`config.mk`:
```
export PLATFORM = sky130hd
export DESIGN_NAME = dispatch_hs
export DESIGN_NICKNAME = d
export VERILOG_FILES = /design/src/rtl/dispatch_hs.sv
export SDC_FILE = /design/constraint.sdc
export NUM_CORES = 1
export LEC_CHECK = 0
export CORE_AREA = 2 2 313 315
export DETAILED_ROUTE_END_ITERATION = 8
export DIE_AREA = 0 0 315 317
export SLEW_MARGIN = 20
export SYNTH_ARGS = -nofsm -noshare
export SYNTH_HDL_FRONTEND = slang
export SYNTH_SLANG_ARGS = --single-unit
```
`constraint.sdc`:
```
create_clock -name clk -period 3.5 [get_ports clk]
set_input_delay 0.7 -clock clk [delete_from_list [all_inputs] [get_ports clk]]
set_output_delay 0.7 -clock clk [all_outputs]
set_load 0.02 [all_outputs]
```
`src/rtl/dispatch_hs.sv`:
```
// dispatch_hs: registered ID->EXE dispatch stage.
// Takes a DECODE_WIDTH-wide bundle from ID under a valid/accept handshake.
// Operands come from the regfile (read in the same cycle) or from the
// forwarding ports. A bundle is split when a younger slot reads a register
// that an older accepted slot in the same bundle writes. The six
// branch-compare flags are precomputed from the forwarded source operands.
//
// Handshake: a slot moves from ID into the output register when it is
// accepted. EXE takes every valid output slot together on exe_ready_i.
// While exe_valid_o is nonzero and exe_ready_i is low, all outputs hold
// and nothing is accepted.
//
// Optional build macro DISPATCH_PERF_CNT_EN adds the stall and split
// counters perf_stall_cnt_o / perf_split_cnt_o.
module dispatch_hs #(
    parameter int DECODE_WIDTH   = 2,
    parameter int DATA_WIDTH     = 32,
    parameter int REG_ADDR_WIDTH = 5,
    parameter int FWD_PORTS      = 2,
    parameter int PAYLOAD_WIDTH  = 64
) (
    input  logic                                     clk,
    input  logic                                     rst_n,
    input  logic                                     flush_i,
    input  logic [DECODE_WIDTH-1:0]                  id_valid_i,
    output logic [DECODE_WIDTH-1:0]                  id_accept_o,
    input  logic [DECODE_WIDTH*2-1:0]                id_reg_read_valid_i,
    input  logic [DECODE_WIDTH*2*REG_ADDR_WIDTH-1:0] id_reg_read_addr_i,
    input  logic [DECODE_WIDTH-1:0]                  id_use_imm_i,
    input  logic [DECODE_WIDTH*DATA_WIDTH-1:0]       id_imm_i,
    input  logic [DECODE_WIDTH-1:0]                  id_reg_write_valid_i,
    input  logic [DECODE_WIDTH*REG_ADDR_WIDTH-1:0]   id_reg_write_addr_i,
    input  logic [DECODE_WIDTH*PAYLOAD_WIDTH-1:0]    id_payload_i,
    output logic [DECODE_WIDTH*2-1:0]                regfile_reg_read_valid_o,
    output logic [DECODE_WIDTH*2*REG_ADDR_WIDTH-1:0] regfile_reg_read_addr_o,
    input  logic [DECODE_WIDTH*2*DATA_WIDTH-1:0]     regfile_reg_read_data_i,
    input  logic [FWD_PORTS-1:0]                     fwd_valid_i,
    input  logic [FWD_PORTS*REG_ADDR_WIDTH-1:0]      fwd_addr_i,
    input  logic [FWD_PORTS*DATA_WIDTH-1:0]          fwd_data_i,
    input  logic                                     exe_ready_i,
    output logic [DECODE_WIDTH-1:0]                  exe_valid_o,
    output logic [DECODE_WIDTH*DATA_WIDTH-1:0]       exe_oprand1_o,
    output logic [DECODE_WIDTH*DATA_WIDTH-1:0]       exe_oprand2_o,
    output logic [DECODE_WIDTH*DATA_WIDTH-1:0]       exe_imm_o,
    output logic [DECODE_WIDTH*6-1:0]                exe_branch_com_result_o,
    output logic [DECODE_WIDTH-1:0]                  exe_reg_write_valid_o,
    output logic [DECODE_WIDTH*REG_ADDR_WIDTH-1:0]   exe_reg_write_addr_o,
`ifdef DISPATCH_PERF_CNT_EN
    output logic [31:0]                              perf_stall_cnt_o,
    output logic [31:0]                              perf_split_cnt_o,
`endif
    output logic [DECODE_WIDTH*PAYLOAD_WIDTH-1:0]    exe_payload_o
);

    localparam int NSRC = DECODE_WIDTH * 2;
    localparam int RA   = REG_ADDR_WIDTH;
    localparam int DW   = DATA_WIDTH;

    logic [DECODE_WIDTH-1:0]              r_exe_valid;
    logic [DECODE_WIDTH*DW-1:0]           r_oprand1;
    logic [DECODE_WIDTH*DW-1:0]           r_oprand2;
    logic [DECODE_WIDTH*DW-1:0]           r_imm;
    logic [DECODE_WIDTH*6-1:0]            r_flags;
    logic [DECODE_WIDTH-1:0]              r_wr_valid;
    logic [DECODE_WIDTH*RA-1:0]           r_wr_addr;
    logic [DECODE_WIDTH*PAYLOAD_WIDTH-1:0] r_payload;

    logic                    w_advance;
    logic [DECODE_WIDTH-1:0] w_accepted;
    logic [DECODE_WIDTH-1:0] w_hazard;
    logic [DECODE_WIDTH-1:0] w_prior_ok;
    logic                    w_lower_ok;
    logic                    w_split;
    logic [DW-1:0]           w_src [NSRC];
    logic [DECODE_WIDTH*DW-1:0] w_op2;
    logic [DECODE_WIDTH*6-1:0]  w_flags;

    assign w_advance                = ~|r_exe_valid | exe_ready_i;
    assign id_accept_o              = w_accepted;
    assign regfile_reg_read_valid_o = id_reg_read_valid_i;
    assign regfile_reg_read_addr_o  = id_reg_read_addr_i;

    // Acceptance walks oldest to youngest: a slot needs every older valid
    // slot accepted and no source that an older accepted slot writes.
    always_comb begin
        w_accepted = '0;
        w_hazard   = '0;
        w_prior_ok = '0;
        w_lower_ok = 1'b1;
        for (int i = 0; i < DECODE_WIDTH; i++) begin
            for (int j = 0; j < i; j++) begin
                for (int k = 0; k < 2; k++) begin
                    if (w_accepted[j] && id_reg_write_valid_i[j] &&
                        id_reg_read_valid_i[i*2+k] &&
                        (id_reg_read_addr_i[(i*2+k)*RA +: RA] != '0) &&
                        (id_reg_read_addr_i[(i*2+k)*RA +: RA] ==
                         id_reg_write_addr_i[j*RA +: RA])) begin
                        w_hazard[i] = 1'b1;
                    end
                end
            end
            w_prior_ok[i] = w_lower_ok;
            w_accepted[i] = rst_n & w_advance & ~flush_i & id_valid_i[i] &
                            w_lower_ok & ~w_hazard[i];
            w_lower_ok    = w_lower_ok & (~id_valid_i[i] | w_accepted[i]);
        end
    end

    assign w_split = w_advance & ~flush_i & |(id_valid_i & w_prior_ok & w_hazard);

    // Source operand select: r0 is hard zero, else lowest matching fwd port,
    // else the regfile read data.
    always_comb begin
        for (int n = 0; n < NSRC; n++) begin
            w_src[n] = regfile_reg_read_data_i[n*DW +: DW];
            for (int p = FWD_PORTS - 1; p >= 0; p--) begin
                if (fwd_valid_i[p] &&
                    (fwd_addr_i[p*RA +: RA] == id_reg_read_addr_i[n*RA +: RA])) begin
                    w_src[n] = fwd_data_i[p*DW +: DW];
                end
            end
            if (id_reg_read_addr_i[n*RA +: RA] == '0) begin
                w_src[n] = '0;
            end
        end
    end

    // Operand 2 mux and branch-compare flags (flags always use src2, not imm).
    always_comb begin
        w_op2   = '0;
        w_flags = '0;
        for (int i = 0; i < DECODE_WIDTH; i++) begin
            w_op2[i*DW +: DW] = id_use_imm_i[i] ? id_imm_i[i*DW +: DW] : w_src[2*i+1];
            w_flags[i*6+0] = (w_src[2*i] == w_src[2*i+1]);
            w_flags[i*6+1] = (w_src[2*i] != w_src[2*i+1]);
            w_flags[i*6+2] = ($signed(w_src[2*i]) <  $signed(w_src[2*i+1]));
            w_flags[i*6+3] = ($signed(w_src[2*i]) >= $signed(w_src[2*i+1]));
            w_flags[i*6+4] = (w_src[2*i] <  w_src[2*i+1]);
            w_flags[i*6+5] = (w_src[2*i] >= w_src[2*i+1]);
        end
    end

    // Output register: flush drops the bundle, advance loads accepted slots,
    // otherwise everything holds.
    always_ff @(posedge clk or negedge rst_n) begin
        if (!rst_n) begin
            r_exe_valid <= '0;
            r_oprand1   <= '0;
            r_oprand2   <= '0;
            r_imm       <= '0;
            r_flags     <= '0;
            r_wr_valid  <= '0;
            r_wr_addr   <= '0;
            r_payload   <= '0;
        end else if (flush_i) begin
            r_exe_valid <= '0;
        end else if (w_advance) begin
            r_exe_valid <= w_accepted;
            for (int i = 0; i < DECODE_WIDTH; i++) begin
                if (w_accepted[i]) begin
                    r_oprand1[i*DW +: DW] <= w_src[2*i];
                    r_oprand2[i*DW +: DW] <= w_op2[i*DW +: DW];
                    r_imm[i*DW +: DW]     <= id_imm_i[i*DW +: DW];
                    r_flags[i*6 +: 6]     <= w_flags[i*6 +: 6];
                    r_wr_valid[i]         <= id_reg_write_valid_i[i];
                    r_wr_addr[i*RA +: RA] <= id_reg_write_addr_i[i*RA +: RA];
                    r_payload[i*PAYLOAD_WIDTH +: PAYLOAD_WIDTH] <=
                        id_payload_i[i*PAYLOAD_WIDTH +: PAYLOAD_WIDTH];
                end
            end
        end
    end

    assign exe_valid_o             = r_exe_valid;
    assign exe_oprand1_o           = r_oprand1;
    assign exe_oprand2_o           = r_oprand2;
    assign exe_imm_o               = r_imm;
    assign exe_branch_com_result_o = r_flags;
    assign exe_reg_write_valid_o   = r_wr_valid;
    assign exe_reg_write_addr_o    = r_wr_addr;
    assign exe_payload_o           = r_payload;

`ifdef DISPATCH_PERF_CNT_EN
    logic [31:0] r_stall_cnt;
    logic [31:0] r_split_cnt;

    // Saturating counters: stalled cycles with pending ID work, and
    // advance cycles that split a bundle on an intra-bundle hazard.
    always_ff @(posedge clk or negedge rst_n) begin
        if (!rst_n) begin
            r_stall_cnt <= '0;
            r_split_cnt <= '0;
        end else begin
            if ((|id_valid_i) && !w_advance && (r_stall_cnt != '1)) begin
                r_stall_cnt <= r_stall_cnt + 32'd1;
            end
            if (w_split && (r_split_cnt != '1)) begin
                r_split_cnt <= r_split_cnt + 32'd1;
            end
        end
    end

    assign perf_stall_cnt_o = r_stall_cnt;
    assign perf_split_cnt_o = r_split_cnt;
`else
    logic w_unused;
    assign w_unused = w_split;
`endif

endmodule

```
==> flow_summary.toml, run 1 <==
[timing]
setup_violations = 5
worstMarginPinSlew_ps = 1180
fin_crit_sh_pct = 104
rsz0062_at_grt = "yes"
finClkSkew_ps = 21.5
drv_slew = 0
max-slew-margin-rel_pct = 21.1
hold_viol_final = 0
whs_ps = 112
layout_min_cycle_time_ps = 3630
max_freq_mhz = 275
fin_ws_ps = -134

[clock_network]
cts_tree = "done"
clk-insertion-delay-late_ps = 610
cts-buffers-inserted = 45
clk_pin_slew_ps = 60
clockBufferDepth = 3
cts.sinks = 346
h-tree-depth = 2
cts-hold-fix-buffers = 0
clock-root-buffer = "clkbuf_16"

[placement]
pre_cts_ws_ps = -1720
place_area_um2 = 31000
dp_cells = 4283
place_hpwl_um = 77600
routabilityCongestion = 0.879
numPortBuffers = 807

[cells_and_area]
nets = 3648
instances_no_fill = 4462
area_growth_pct = 84.1
fin_area_um2 = 34900
layout-drive-gt1-share_pct = 24.3

[synth]
synthAdderAreaFrac_pct = 4.23
synth-xor-area-share_pct = 2.31
ys_warn_count = 0
synth_seq_cells = 346
synth_top_area_cell = "dfrtp_1"
synth_async_sr_flop_share_pct = 100
syn_inst = 2044
synth.top_cell.area_share_pct = 45.7
synth_edf_count = 0
synth_fp_nets = 2548
synth_area_leaders = "dfrtp_1 (46%), nand2_1 (14%), mux2i_1 (6.8%), ha_1 (4.2%), mux2_2 (3.7%)"
syn-cell-area_um2 = 18900
synth.avg_cell_area_um2 = 9.27
synth_compound_area_share_pct = 12.2
synthMuxAreaShare_pct = 10.6
synth_top_family_by_area = "simple AND/OR/NAND/NOR gates"
yosys.area_share.simple_pct = 20.0
synth-main-ff-cell = "dfrtp_1"
seq_area_frac_synth_pct = 45.7
ys_types = 55

[grt]
grt_pass1_wl_um = 141000
gr-usage-met3_pct = 6.66
grt_max_degree = 172
grt_overflow = 0
grt_pass1_vias = 19700
antenna_found_initial = 26
met1_usage_pct = 25.4
busiest_layer = "met2"
grt_util_met2_pct = 31.2
grt_usage_pct = 19.4

[pwr]
p_per_area_nw_per_um2 = 468
intPower_mw = 10.8
combPwrFrac_pct = 36.8
fin_total_pwr_mw = 16.3
ir_drop_mv = 0.349
p_seq_share_pct = 32.4
clockPowerShare_pct = 30.7
p_leak_nw = 15.4
p_sw_share_pct = 33.7
switching_power_mw = 5.51

[worst_setup_path]
max_stage_delay_ps = 400
cp-startpoint = "id_reg_read_addr_i[19]"
cpMaxStageDelayCell = "or3_4"
crit_top_cell = "buf_4"
critPathArrivalTime_ps = 4130
r2r-start = "exe_valid_o[1]$_DFFE_PN0P_"
worstPathCellList = "buf_4, xor2_2, nor4_2, and3_4, buf_12, buf_4, mux2i_2, a211o_1, ha_1, nand4_1, nor2_1, a221o_1, o31a_1, or3_4, a31o_1"
cp.required_ps = 3990
path_max_fanout = 6
end_kind = "flip-flop"
cp-start-kind = "primary input"
path_buf_inv = 3
path_class = "in -> reg"
crit_family = "simple AND/OR/NAND/NOR gates"

[route]
ant_nets = 0
first_iter_violations = 1156
post_drt_wl_per_cell_um = 22.8
dr.pass1.iters = 7
route.vias.total = 19600
routed_wl_um = 102000
vias_per_cell = 4.39
drc_errors = 0

[die]
floorplan.initialDensity_pct = 19.7
die_h_um = 317
die-area_um2 = 99900
row_count = 114
pin_count = 812
core_um2 = 96300
fp.dieW_um = 315

[min_path]
hold_class = "in -> async"

[status]
violations = "setup timing"
status = "finished, violations left"

[run]
maxCapViolCount = 0
## power by group through the flow
stage,logic (mW),clock network (mW),registers [mW]
after floorplan,1.33,0,6.33
after global placement,5.73,0,5.33
after detailed placement,5.76,0,5.35
after CTS,5.95,5.17,5.30
after global routing,6.41,5.33,5.39
final,6.01,5.02,5.29
## worst register-to-register path, stage by stage, from the launching register on
cell and delay [ps]:
dfrtp_1 400, o21bai_1 190, nand4b_1 290, inv_6 140, buf_12 390, mux2_2 810
## stage by stage
| stage | utilization (%) | TNS [ps] |
|---|---|---|
| after floorplan | - | -130 |
| after global placement | 32.2 | -42660 |
| after detailed placement | 32.2 | -47280 |
| after CTS | 35.5 | -156 |
| after global routing | 36.2 | -774 |
| final | 36.2 | -314 |
## cell families after synthesis
kind of cell	Yosys count
multiplexers	192
adder cells (fa/ha/maj)	64
XOR/XNOR	50
AO/OA/AOI/OAI	288
AND/OR/NAND/NOR	941
buffers and inverters	163
flip-flops	346
## cell type report
class | count | area (um2)
tap | 1276 | 1600
inverter | 3 | 21.3
timing repair buffer | 1213 | 12400
clock inverter | 22 | 304
fill | 9645 | 61400
clock buffer | 61 | 1290
multi-input combinational | 1535 | 10600
sequential | 346 | 8660
antenna | 6 | 15.0
## final timing paths
check	endpoint	slack (ps)	cells past startpoint
max	exe_branch_com_result_o[8]$_DFFE_PN0P_	-130	15
min	exe_imm_o[26]$_DFFE_PN0P_	110	2
max reg2reg	exe_oprand1_o[22]$_DFFE_PN0P_	1180	5
min reg2reg	exe_payload_o[36]$_DFFE_PN0P_	470	2
max in group asynchronous	exe_oprand1_o[23]$_DFFE_PN0P_	2130	3
min in group clk	exe_payload_o[36]$_DFFE_PN0P_	470	2
## per-layer routing
layer	part of all wire, %	vias up
met5	0.19	-
met4	1.8	30
met3	9.7	141
met2	46	748
met1	43	9508
li1	-	9159
## state kept, by name (all words and copies together), names as in the netlist
| signal | flops |
|---|---|
| exe_valid_o | 2 |
| exe_oprand2_o | 64 |
| exe_reg_write_addr_o | 10 |
| exe_branch_com_result_o | 12 |
| exe_reg_write_valid_o | 2 |
| exe_payload_o | 128 |
| exe_oprand1_o | 64 |
| exe_imm_o | 64 |
## cells in the mapped netlist (all sizes together) (8+ instances only)
master	count
a211o	65
a211oi	63
a21oi	55
dfrtp	346
nand3	14
xnor2	18
mux2i	128
o21ai	42
ha	64
a21o	8
buf	85
and3	35
xor2	32
nor2	145
nor4	9
nand2	702
mux2	64
o221ai	32
nand4	11
clkbuf	75
## cell usage in the layout (no fill, tap or decap), types with 37 or more instances in the layout
cell / count
a211o_1: 62
a21oi_1: 47
buf_12: 75
buf_4: 287
buf_6: 37
clkbuf_16: 46
clkdlybuf4s50_1: 774
dfrtp_1: 346
mux2_2: 62
mux2i_1: 103
nand2_1: 697
nor2_1: 121
## timing repair
| item | CTS | global route |
|---|---|---|
| setup endpoints to repair | 13 | 10 |
| setup buffers | 62 | 23 |
| endpoints found under the hold margin | 0 | 0 |
| gates resized for setup | 252 | 119 |
| gates cloned | 10 | 1 |
| pin swaps | 93 | 64 |
No activity file was read; power rests on OpenSTA's default activity.
==> run 2, diff against run 1 <==
==> constraint.sdc (replaced) <==
create_clock -name clk -period 3.5 [get_ports clk]
set_input_delay 0.7 -clock clk [delete_from_list [all_inputs] [get_ports clk]]
set_output_delay 0.7 -clock clk [all_outputs]
set_load 0.05 [all_outputs]
==> flow_summary.toml, run 2 (synthesized netlist as in run 1, its figures left out) <==
[status]
status = "finished, violations left"
violations = "setup timing"

[pwr]
p_sw_share_pct = 41.0
clockPowerShare_pct = 26.6
p_per_area_nw_per_um2 = 517
p_leak_nw = 15.6
switching_power_mw = 7.44
intPower_mw = 10.7
p_seq_share_pct = 29.2
fin_total_pwr_mw = 18.1
combPwrFrac_pct = 44.3
ir_drop_mv = 0.388

[route]
first_iter_violations = 1138
vias_per_cell = 4.39
route.vias.total = 19700
post_drt_wl_per_cell_um = 22.8
dr.pass1.iters = 5
routed_wl_um = 102000
ant_nets = 0
drc_errors = 0

[min_path]
hold_class = "reg -> reg"

[grt]
grt_usage_pct = 19.7
grt_max_degree = 136
grt_pass1_wl_um = 144000
antenna_found_initial = 25
grt_overflow = 0
grt_pass1_vias = 20200

[timing]
drv_slew = 0
whs_ps = 467
rsz0062_at_grt = "yes"
worstMarginPinSlew_ps = 898
layout_min_cycle_time_ps = 3640
hold_viol_final = 0
max_freq_mhz = 275
finClkSkew_ps = 11.5
setup_violations = 5
max-slew-margin-rel_pct = 40.1
fin_ws_ps = -139
fin_crit_sh_pct = 104

[worst_setup_path]
path_max_fanout = 5
worstPathCellList = "buf_8, buf_6, xor2_4, nor4_4, and3_4, buf_12, buf_12, mux2i_2, a211oi_2, ha_4, a21oi_4, o21ai_2, a22o_1, o41a_1, buf_6, or2_4, o221a_4"
r2r_slack_ps = 1340
cp-start-kind = "primary input"
path_class = "in -> reg"
max_stage_delay_ps = 430
cpMaxStageDelayCell = "o41a_1"
end_kind = "flip-flop"
critPathArrivalTime_ps = 4140
cp.required_ps = 4000

[cells_and_area]
largest_reg_flops = 128
layout_common_cells = "clkdlybuf4s50_1 (774), nand2_1 (699), dfrtp_1 (346)"
nets = 3671
layout-drive-gt1-share_pct = 25.0
layout_commonest_cell = "clkdlybuf4s50_1"
area_growth_pct = 85.1

[clock_network]
h-tree-depth = 2
cts_tree = "done"
clockBufferDepth = 3
cts-buffers-inserted = 45
clk_pin_slew_ps = 50
clock-root-buffer = "clkbuf_16"
clk-insertion-delay-late_ps = 620
cts.sinks = 346

[placement]
place_hpwl_um = 79000
routabilityCongestion = 0.885
numPortBuffers = 807

[die]
pin_count = 812
fp.dieW_um = 315
core_um2 = 96300
die_h_um = 317
die-area_um2 = 99900
floorplan.initialDensity_pct = 19.7
row_count = 114

[run]
maxCapViolCount = 0
[run 2: changes by cell type in the layout (fill, tap and decap cells not counted), sizes merged, moves of 2 or more]
| cell | delta |
|---|---|
| clkdlybuf4s15 | -3 |
| buf | +25 |
| bufinv | -2 |
| clkbuf | -3 |
| bufbuf | +2 |
| inv | +4 |
[run 2: power by group through the flow]
stage | sequential (mW) | clock (mW) | combinational (mW)
CTS | 5.30 | 4.97 | 7.95
detailed placement | 5.35 | 0 | 7.73
global route | 5.39 | 5.16 | 8.43
finish | 5.29 | 4.82 | 8.03
global placement | 5.33 | 0 | 7.71
floorplan | 8.22 | 0 | 1.37
[run 2: final cells by class]
| cell class | instances | area [um2] |
|---|---|---|
| clock buffers | 59 | 1290 |
| fillers | 9595 | 61200 |
| repair buffers | 1236 | 12600 |
| multi-input cells | 1535 | 10600 |
| clock inverters | 24 | 244 |
| diodes | 7 | 17.5 |
| well taps | 1276 | 1600 |
| flip-flops and latches | 346 | 8660 |
| inverters | 3 | 21.3 |
[run 2: routing by layer]
layer  vias to the layer above  GRT usage, %  wire length [um]
li1                       9206             -                 -
met3                       158          7.55             10400
met2                       752          32.0             47100
met5                         -             0               202
met1                      9530          24.9             42500
met4                        32          4.08              2170
[run 2: through the flow]
| stage | TNS, ps | instance area [um2] | utilization (%) | worst slack, ps | cells |
|---|---|---|---|---|---|
| after global placement | -35850 | 31200 | 32.4 | -1670 | 4301 |
| after detailed placement | -37700 | 31200 | 32.4 | -1610 | 4301 |
| after global routing | -939 | 35000 | 36.4 | -212 | 4480 |
| final | -468 | 35000 | 36.4 | -139 | 4486 |
| after floorplan | -130 | 19100 | - | -93.5 | 2044 |
| after CTS | -424 | 34300 | 35.6 | -182 | 4449 |
[run 2: worst max-delay path, delay by kind of cell]
family          cells  cell delay [ps]
mux                 1               80
buf+inv             5              660
fa+ha+maj           1              280
xor+xnor            1              150
simple gates        3              810
compound gates      6             1430
[run 2: worst paths after layout]
path / start / end / cells after the start
hold / removal: exe_imm_o[59]$_DFFE_PN0P_ / exe_imm_o[59]$_DFFE_PN0P_ / 2
max in group asynchronous: rst_n / exe_imm_o[18]$_DFFE_PN0P_ / 4
setup reg to reg: exe_valid_o[1]$_DFFE_PN0P_ / exe_oprand2_o[29]$_DFFE_PN0P_ / 7
hold reg to reg: exe_imm_o[59]$_DFFE_PN0P_ / exe_imm_o[59]$_DFFE_PN0P_ / 2
min in group asynchronous: rst_n / exe_payload_o[43]$_DFFE_PN0P_ / 2
setup / recovery: fwd_addr_i[8] / exe_branch_com_result_o[3]$_DFFE_PN0P_ / 17
[run 2: repair_timing]
| item | in CTS | in global routing |
|---|---|---|
| hold buffers | 1 | 0 |
| setup endpoints to repair | 13 | 10 |
| pin swaps | 91 | 84 |
| gates cloned | 10 | 0 |
| gates resized for setup | 267 | 115 |
| setup buffers | 59 | 35 |
| hold endpoints to repair | 14 | 0 |
==> run 3, diff against run 2 <==
Settings changed: TNS_END_PERCENT set to 100.
Clock period 3.5 ns to 3.95 ns, I/O delays scaled along.
==> flow_summary.toml, run 3 (synthesized netlist as in run 1, its figures left out) <==
[timing]
fin_ws_ps = 72.9
layout_min_cycle_time_ps = 3880
max_freq_mhz = 258
fin_crit_sh_pct = 98.2
drv_slew = 0
hold_viol_final = 0
finClkSkew_ps = 22.9
max-slew-margin-rel_pct = 42.3
setup_violations = 0
rsz0062_at_grt = "yes"
worstMarginPinSlew_ps = 865

[route]
first_iter_violations = 1329
drc_errors = 0
vias_per_cell = 4.43
ant_nets = 0
routed_wl_um = 101000
post_drt_wl_per_cell_um = 22.9
dr.pass1.iters = 7
route.vias.total = 19500

[clock_network]
cts-buffers-inserted = 44
cts.sinks = 346
clockBufferDepth = 3
clk_pin_slew_ps = 60
cts_tree = "done"
clock-root-buffer = "clkbuf_16"
clk-insertion-delay-late_ps = 620
h-tree-depth = 2

[worst_setup_path]
end_kind = "flip-flop"
r2r-start = "exe_valid_o[0]$_DFFE_PN0P_"
cp.required_ps = 4450
ff2ff_path_depth = 8
rr_endpoint = "exe_payload_o[52]$_DFFE_PN0P_"
path_max_fanout = 8
path_class = "in -> reg"
cp-start-kind = "primary input"
critPathArrivalTime_ps = 4380
r2r_slack_ps = 1390

[min_path]
hold_class = "reg -> reg"
min_from = "exe_payload_o[78]$_DFFE_PN0P_"
holdPathEnd = "exe_payload_o[78]$_DFFE_PN0P_"
holdPathStages = 2

[die]
floorplan.initialDensity_pct = 19.7
row_count = 114
pin_count = 812
fp.dieW_um = 315
core_um2 = 96300
die_h_um = 317
die-area_um2 = 99900

[grt]
grt_usage_pct = 19.2
grt_max_degree = 121
grt_pass1_vias = 19400
grt_overflow = 0
antenna_found_initial = 24
grt_pass1_wl_um = 140000

[placement]
place_hpwl_um = 79500
place_area_um2 = 30600
routabilityCongestion = 0.891
numPortBuffers = 807
pre_cts_ws_ps = -1130

[cells_and_area]
layout_commonest_cell = "clkdlybuf4s50_1"
nets = 3594
area_growth_pct = 76.8
fin_area_um2 = 33500
layout-drive-gt1-share_pct = 20.5
fill_cells = 9733
layout_common_cells = "clkdlybuf4s50_1 (777), nand2_1 (701), dfrtp_1 (346)"
seq_area_um2 = 8660
largest_reg_flops = 128
multi_input_area_um2 = 10000

[pwr]
p_leak_nw = 15.0
p_per_area_nw_per_um2 = 470
ir_drop_mv = 0.323

[status]
status = "finished, final reports clean"

[run]
maxCapViolCount = 0
==> run 3: report_power, final <==
part	switching [mW]	internal (mW)
Combinational	4.35	2.54
Clock	1.72	2.44
Sequential	0.427	4.27
==> run 3: metrics by stage <==
stage          instances  setup TNS (ps)  total power [mW]  utilization (%)  hold slack [ps]
2_1_floorplan       2044               0              8.49                -              494
3_3_place_gp        4268          -11560              11.5             31.8              457
3_5_place_dp        4268          -11880              11.5             31.8              461
4_1_cts             4373               0              15.8             34.2              475
5_1_grt             4396           -33.4              16.4             34.8              489
6_report            4405               0              15.7             34.8              470
==> run 3: layer usage <==
layer / wire, um / part of all wire, % / global-route usage [%] / vias to the layer above
met3: 9570 / 9.5 / 6.52 / 123
met4: 1650 / 1.6 / 3.21 / 20
met2: 45700 / 45 / 30.4 / 815
li1: - / - / - / 9069
met1: 43800 / 43 / 25.6 / 9488
met5: 129 / 0.13 / 0 / -
==> run 3: repair_timing <==
| item | 4_1_cts | 5_1_grt |
|---|---|---|
| hold endpoints to repair | 1 | 0 |
| resized for setup | 101 | 86 |
| buffers inserted | 21 | 22 |
| gates cloned | 9 | 1 |
| endpoints found under the setup margin | 12 | 9 |
| pin swaps | 42 | 49 |
| hold buffers | 1 | 0 |
==> run 3: worst max-delay path by stage <==
| stage | start | to | slack [ps] | depth (start not counted) |
|---|---|---|---|---|
| 2_1_floorplan | fwd_addr_i[7] | exe_branch_com_result_o[8]$_DFFE_PN0P_ | 120 | 14 |
| 3_3_place_gp | fwd_addr_i[7] | exe_branch_com_result_o[10]$_DFFE_PN0P_ | -1120 | 17 |
| 3_5_place_dp | fwd_addr_i[8] | exe_branch_com_result_o[10]$_DFFE_PN0P_ | -1130 | 16 |
| 4_1_cts | id_reg_read_addr_i[12] | exe_branch_com_result_o[8]$_DFFE_PN0P_ | 6 | 18 |
| 5_1_grt | id_reg_read_addr_i[19] | exe_branch_com_result_o[8]$_DFFE_PN0P_ | -20 | 16 |
| 6_report | id_reg_read_addr_i[15] | exe_branch_com_result_o[8]$_DFFE_PN0P_ | 70 | 14 |
==> run 3: final cells by class <==
cell class                 instances  area share [%]
timing repair buffer            1159            34.9
clock inverter                    17           0.673
antenna                           10          0.0747
clock buffer                      58            3.65
multi-input combinational       1536            30.0
inverter                           3          0.0635
sequential                       346            25.9
tap                             1276            4.77
==> run 3: worst max-delay path, stage by stage <==
cell             delay [ps]
clkdlybuf4s50_1         660
xnor2_1                 170
and3_4                  220
buf_12                  150
buf_12                  120
mux2i_1                  80
a211o_4                 360
ha_4                    250
nand4_1                  80
nand3_1                 100
a221o_1                 380
o31a_1                  380
or3_4                   400
a31o_1                  220
